**src/rtl/cpu_run_ctrl.sv**
```systemverilog
// Run-control sequencer: turns host RUN/QUIT/STEP/SET_BRK commands into
// start/quit pulses for the CPU status block, with step counting and a PC breakpoint.
module cpu_run_ctrl #(
  parameter int PC_W   = 32,
  parameter int STEP_W = 16
) (
  input  logic            clk,
  input  logic            rst,
  input  logic            cmd_valid,
  output logic            cmd_ready,
  input  logic [1:0]      cmd_op,
  input  logic [31:0]     cmd_arg,
  input  logic            stall,
  input  logic [PC_W-1:0] pc_if,
  output logic            cpu_start,
  output logic            quit_cmd,
  output logic            running,
  output logic            brk_hit,
  output logic            step_done
);

  typedef enum logic [1:0] {
    S_IDLE = 2'd0,
    S_RUN  = 2'd1,
    S_STEP = 2'd2,
    S_QUIT = 2'd3
  } state_t;

  localparam logic [1:0] OP_RUN  = 2'b00;
  localparam logic [1:0] OP_QUIT = 2'b01;
  localparam logic [1:0] OP_STEP = 2'b10;
  localparam logic [1:0] OP_BRK  = 2'b11;

  state_t            state;
  logic              brk_en;
  logic [PC_W-1:0]   brk_addr;
  logic [STEP_W-1:0] cnt;

  logic              accept;
  logic              host_quit;
  logic              brk_match;
  logic              step_end;
  logic [STEP_W-1:0] step_n;

  assign cmd_ready = (state != S_QUIT);
  assign accept    = cmd_valid & cmd_ready;
  assign host_quit = accept & (cmd_op == OP_QUIT);
  assign step_n    = cmd_arg[STEP_W-1:0];

  // Compare uses the registered breakpoint, so a SET_BRK in the same cycle
  // only takes effect from the next cycle.
  assign brk_match = brk_en & ~stall & (pc_if == brk_addr);
  assign step_end  = (cnt == STEP_W'(1)) & ~stall;

  always_ff @(posedge clk or posedge rst) begin
    if (rst) begin
      state     <= S_IDLE;
      cpu_start <= 1'b0;
      quit_cmd  <= 1'b0;
      running   <= 1'b0;
      brk_hit   <= 1'b0;
      step_done <= 1'b0;
      brk_en    <= 1'b0;
      brk_addr  <= '0;
      cnt       <= '0;
    end else begin
      cpu_start <= 1'b0;
      quit_cmd  <= 1'b0;
      step_done <= 1'b0;

      if (accept && cmd_op == OP_BRK) begin
        if (cmd_arg == 32'hFFFF_FFFF) begin
          brk_en <= 1'b0;
        end else begin
          brk_addr <= cmd_arg[PC_W-1:0];
          brk_en   <= 1'b1;
        end
      end

      case (state)
        S_IDLE: begin
          if (accept && cmd_op == OP_RUN) begin
            cpu_start <= 1'b1;
            brk_hit   <= 1'b0;
            running   <= 1'b1;
            state     <= S_RUN;
          end else if (accept && cmd_op == OP_STEP) begin
            if (step_n == '0) begin
              step_done <= 1'b1;
            end else begin
              cpu_start <= 1'b1;
              brk_hit   <= 1'b0;
              cnt       <= step_n;
              running   <= 1'b1;
              state     <= S_STEP;
            end
          end
        end

        S_RUN: begin
          if (brk_match || host_quit) begin
            quit_cmd <= 1'b1;
            running  <= 1'b0;
            state    <= S_QUIT;
            if (brk_match) brk_hit <= 1'b1;
          end
        end

        // All stop sources merge into a single quit pulse; each flag reports its own cause.
        S_STEP: begin
          if (!stall && cnt != '0) cnt <= cnt - STEP_W'(1);
          if (brk_match || host_quit || step_end) begin
            quit_cmd <= 1'b1;
            running  <= 1'b0;
            state    <= S_QUIT;
            if (brk_match) brk_hit <= 1'b1;
            if (step_end) step_done <= 1'b1;
          end
        end

        default: begin
          state <= S_IDLE;
        end
      endcase
    end
  end

endmodule

```
**config.mk**
```make
export PLATFORM = sky130hd
export DESIGN_NAME = cpu_run_ctrl
export DESIGN_NICKNAME = d
export VERILOG_FILES = /design/src/rtl/cpu_run_ctrl.sv
export SDC_FILE = /design/constraint.sdc
export NUM_CORES = 1
export LEC_CHECK = 0
export BUFFER_PORTS_ARGS = -buffer_cell sky130_fd_sc_hd__buf_2
export CAP_MARGIN = 5
export CORE_AREA = 2 2 94 96
export DETAILED_ROUTE_END_ITERATION = 8
export DIE_AREA = 0 0 96 98
export PLACE_DENSITY = 0.62
export SETUP_SLACK_MARGIN = 0.2
export SLEW_MARGIN = 20
export SYNTH_ARGS = -nofsm -noshare
export SYNTH_HDL_FRONTEND = slang
export SYNTH_SLANG_ARGS = --single-unit
```
**constraint.sdc**
```tcl
create_clock -name clk -period 3.4 [get_ports clk]
set_input_delay 0.17 -clock clk [delete_from_list [all_inputs] [get_ports clk]]
set_output_delay 0.17 -clock clk [all_outputs]
set_load 0.05 [all_outputs]
```
==> results_tabular.tex <==
\begin{tabular}{lr}
\hline
Metric & Value \\
\hline
\multicolumn{2}{l}{\textbf{Synthesis}} \\
\quad Cell type contributing the most total cell area after synthesis & dfrtp\_1 \\
\quad Post-synthesis sequential area ratio & a little over two fifths \\
\quad Post-synth design cell area & 3280 sq um \\
\quad Number of nets produced by synthesis & a little under 400 \\
\quad Number of enable flip-flop cells after synthesis & 0 \\
\quad Cell types with the highest counts after synthesis & dfrtp\_1 (56), mux2\_2 (32), nor2\_1 (26), xnor2\_1 (26), nand4\_1 (23) \\
\quad Share of synthesized flip-flops with an asynchronous set or reset & 100\% \\
\quad Number of warnings issued by yosys & 0 \\
\quad Main area contributors after synthesis & dfrtp\_1 (43\%), mux2\_2 (11\%), xnor2\_1 (6.9\%), nand4\_1 (4.4\%), a21oi\_1 (3.0\%) \\
\quad Predominant post-synthesis flop cell & dfrtp\_1 \\
\quad Post-Synthesis Cells & 319 \\
\quad Post-Synthesis Mean Instance Area & 10.3 sq um \\
\quad Dominant cell by count in the synthesized netlist & dfrtp\_1 \\
\quad Synth cell types & 47 \\
\quad Post-synthesis register bit count & 56 \\
\quad Yosys top cell area share & 42.7\% \\
\multicolumn{2}{l}{\textbf{Worst setup path}} \\
\quad Data required time at the worst endpoint & between 3000 and 4000 ps \\
\quad Crit Path Category & flip-flop to flip-flop \\
\quad Worst endpoint data arrival time & 2700 ps \\
\quad Longest individual stage delay on the worst path & 520 ps \\
\quad Cell family with most CP delay & compound AO/OA/AOI/OAI gates \\
\quad Startpoint types & flip-flop \\
\quad Worst path buffer plus inverter count & 2 \\
\quad Crit end category & flip-flop \\
\quad Cell breakdown of the critical path & ha\_1, inv\_1, nand4\_1, a21oi\_4, buf\_4, mux2\_2 \\
\quad Cell with the biggest individual delay on the critical path & a21oi\_4 \\
\quad Critical Path Fanout Max & 18 \\
\multicolumn{2}{l}{\textbf{STA}} \\
\quad PnR worst setup slack & 902 ps \\
\quad Post-layout min period & 2500 ps \\
\quad Setup repair after global routing missed its margin & false \\
\quad Final slew viol count & 0 \\
\quad Worst relative slew slack & 63.1\% \\
\quad Top achievable clock speed & 400 MHz \\
\quad Post-Route Setup TNS & 0 ps \\
\quad Final Cycle Share & 73.5\% \\
\quad Final Skew & about 15 ps \\
\quad Transition at the pin with the smallest max-transition slack & between 500 and 600 ps \\
\quad Hold violation total from the final report & 0 \\
\quad Total of endpoints with negative setup slack in the final report & 0 \\
\multicolumn{2}{l}{\textbf{Route}} \\
\quad Routed WL per cell & 16.7 microns \\
\quad Antenna Violating Nets Remaining & 0 \\
\quad Post-Route WL & 8.42 mm \\
\quad Average vias per placed instance & between 5 and 6 \\
\quad Number of remaining DRC errors & 0 \\
\quad Iteration-0 DRC Markers & 156 \\
\quad Routed via count & 2811 \\
\quad First-pass DRT Iterations & 5 \\
\multicolumn{2}{l}{\textbf{CTS}} \\
\quad Maximum count of clock buffers along a single path & 2 \\
\quad CTS Root Buffer Type & clkbuf\_8 \\
\quad Clock tree from TritonCTS & done \\
\quad Count of cells resized by post-cts repair & 0 \\
\quad Clock Latency Late Sink & 320 ps \\
\quad \# H-tree levels & 2 \\
\quad Inserted Clock Buffers & 5 \\
\quad Clock sink total & 56 \\
\quad Clock transition at the registers of the reported paths & 110 ps \\
\quad Buffers inserted during post-CTS setup optimization & 0 \\
\quad Post-CTS Hold Buffers & 1 \\
\multicolumn{2}{l}{\textbf{Die}} \\
\quad Core region area & 8470 sq um \\
\quad Effective utilization at floorplan & 38.8\% \\
\quad Die Outline Area & 9410 sq um \\
\quad Chip Height & 98 microns \\
\quad Number of standard-cell rows in the floorplan & 34 \\
\quad Width of the chip & 96 microns \\
\quad Total I/O pin count & 76 \\
\multicolumn{2}{l}{\textbf{Power}} \\
\quad Cell leakage power & 1.64 nW \\
\quad Peak supply drop & 321 uV \\
\quad Power density over cell area & between 800 and 900 nW/um\^{}2 \\
\quad Pwr Total & 3.20 mW \\
\multicolumn{2}{l}{\textbf{Final layout}} \\
\quad Count of antenna diodes in the layout & 0 \\
\quad Multi-input gate area & roughly 1800 sq um \\
\quad Post-route design area & 3930 sq um \\
\quad Fraction of final layout cells with drive strength greater than 1 & approximately a third \\
\quad Filler instances & 800 \\
\quad Area added between synthesis and finish & 19.6\% \\
\quad Net total in the final layout & 471 \\
\quad FF/Latch Area & 1400 sq um \\
\multicolumn{2}{l}{\textbf{Global route}} \\
\quad Maximum number of pins on one net before global-route repair & 33 \\
\quad GRT Residual Overflow & 0 \\
\quad Antenna violations before repair & 0 \\
\quad Number of global-route vias before repair & around 2800 \\
\quad First-pass GRT wire length & 13.6 mm \\
\quad Global-route total usage across every layer & between 10\% and 20\% \\
\multicolumn{2}{l}{\textbf{Placement}} \\
\quad Worst Setup Slack post-DPL & 933 ps \\
\quad Placed inst area & between 3000 and 4000 sq um \\
\quad Detailed placement HPWL & 6.61 mm \\
\quad Number of I/O port buffers & 75 \\
\quad Routability cong. & 0.868 \\
\multicolumn{2}{l}{\textbf{Job}} \\
\quad Total of max-cap violations & 0 \\
\multicolumn{2}{l}{\textbf{Status}} \\
\quad Run status & finished, final reports clean \\
\multicolumn{2}{l}{\textbf{Hold path}} \\
\quad Class of the tightest hold or removal check & input port to flip-flop \\
\hline
\end{tabular}
-- registers in the layout, summed over array words and instances (netlist names) --
name       count
brk_addr      32
cnt           16
state          2
brk_en         1
brk_hit        1
cpu_start      1
quit_cmd       1
running        1
step_done      1
-- placed cells by master, fill, tap and decap left out, types with 5 or more instances in the layout --
cell type and instances:
mux2_2 32, nand3_1 5, clkbuf_8 5, o21ai_0 5, a21oi_1 19, nor4_1 9
xnor2_1 26, a31oi_1 9, inv_1 14, ha_1 7, nor2_1 26, buf_2 75
o21ai_1 8, nand2_1 6, nor3_1 8, nand4_1 23, o22a_1 9, dfrtp_1 56
-- metrics by stage --
step	hold WS, ps	std cells	util, %
final	90.8	503	46.4
after global routing	91.8	503	46.4
after CTS	85.6	503	46.4
after detailed placement	269	494	44.6
after global placement	254	494	44.6
after floorplan	317	319	-
-- metal layers --
metal	up-vias	GRT usage [%]	routed length, microns
li1	1333	-	-
met1	1380	26.3	3810
met2	87	29.2	4110
met3	11	2.31	364
met4	0	5.82	129
met5	-	0	0
-- power by group --
part | switching (mW) | internal [mW]
clock | 0.233 | 0.297
sequential | 0.243 | 0.963
combinational | 0.808 | 0.652
total | 1.28 | 1.91
-- final timing paths --
kind | from | cells after the start | to | slack [ps]
worst max-delay path | state[1] | 6 | brk_addr[8] | 900
worst min-delay path | cmd_arg[18] | 2 | brk_addr[18] | 90
worst max register to register | state[1] | 6 | brk_addr[8] | 900
worst min register to register | brk_en | 1 | brk_en | 500
max in group asynchronous | rst | 4 | brk_addr[16] | 2130
min in group asynchronous | rst | 3 | brk_addr[18] | 440
-- cell families (layout without fill, tap and decap cells) --
| family | Yosys count | in the layout | share of synthesized area (%) |
|---|---|---|---|
| AO/OA/AOI/OAI | 66 | 66 | 13.0 |
| XOR/XNOR | 32 | 32 | 8.99 |
| adder cells (fa/ha/maj) | 7 | 7 | 2.67 |
| buffers and inverters | 26 | 102 | 3.16 |
| flip-flops | 56 | 56 | 42.7 |
| multiplexers | 34 | 34 | 11.7 |
| AND/OR/NAND/NOR | 98 | 98 | 17.8 |
-- cell type report --
type                            instances  area share (%)
Timing Repair Buffer                   79            10.4
Clock buffer                            5            1.75
Multi-Input combinational cell        237            45.6
Clock inverter                          3            1.75
Sequential cell                        56            35.7
Inverter                               15            1.43
Tap cell                              108            3.44
(Power assumes the default switching activity.)
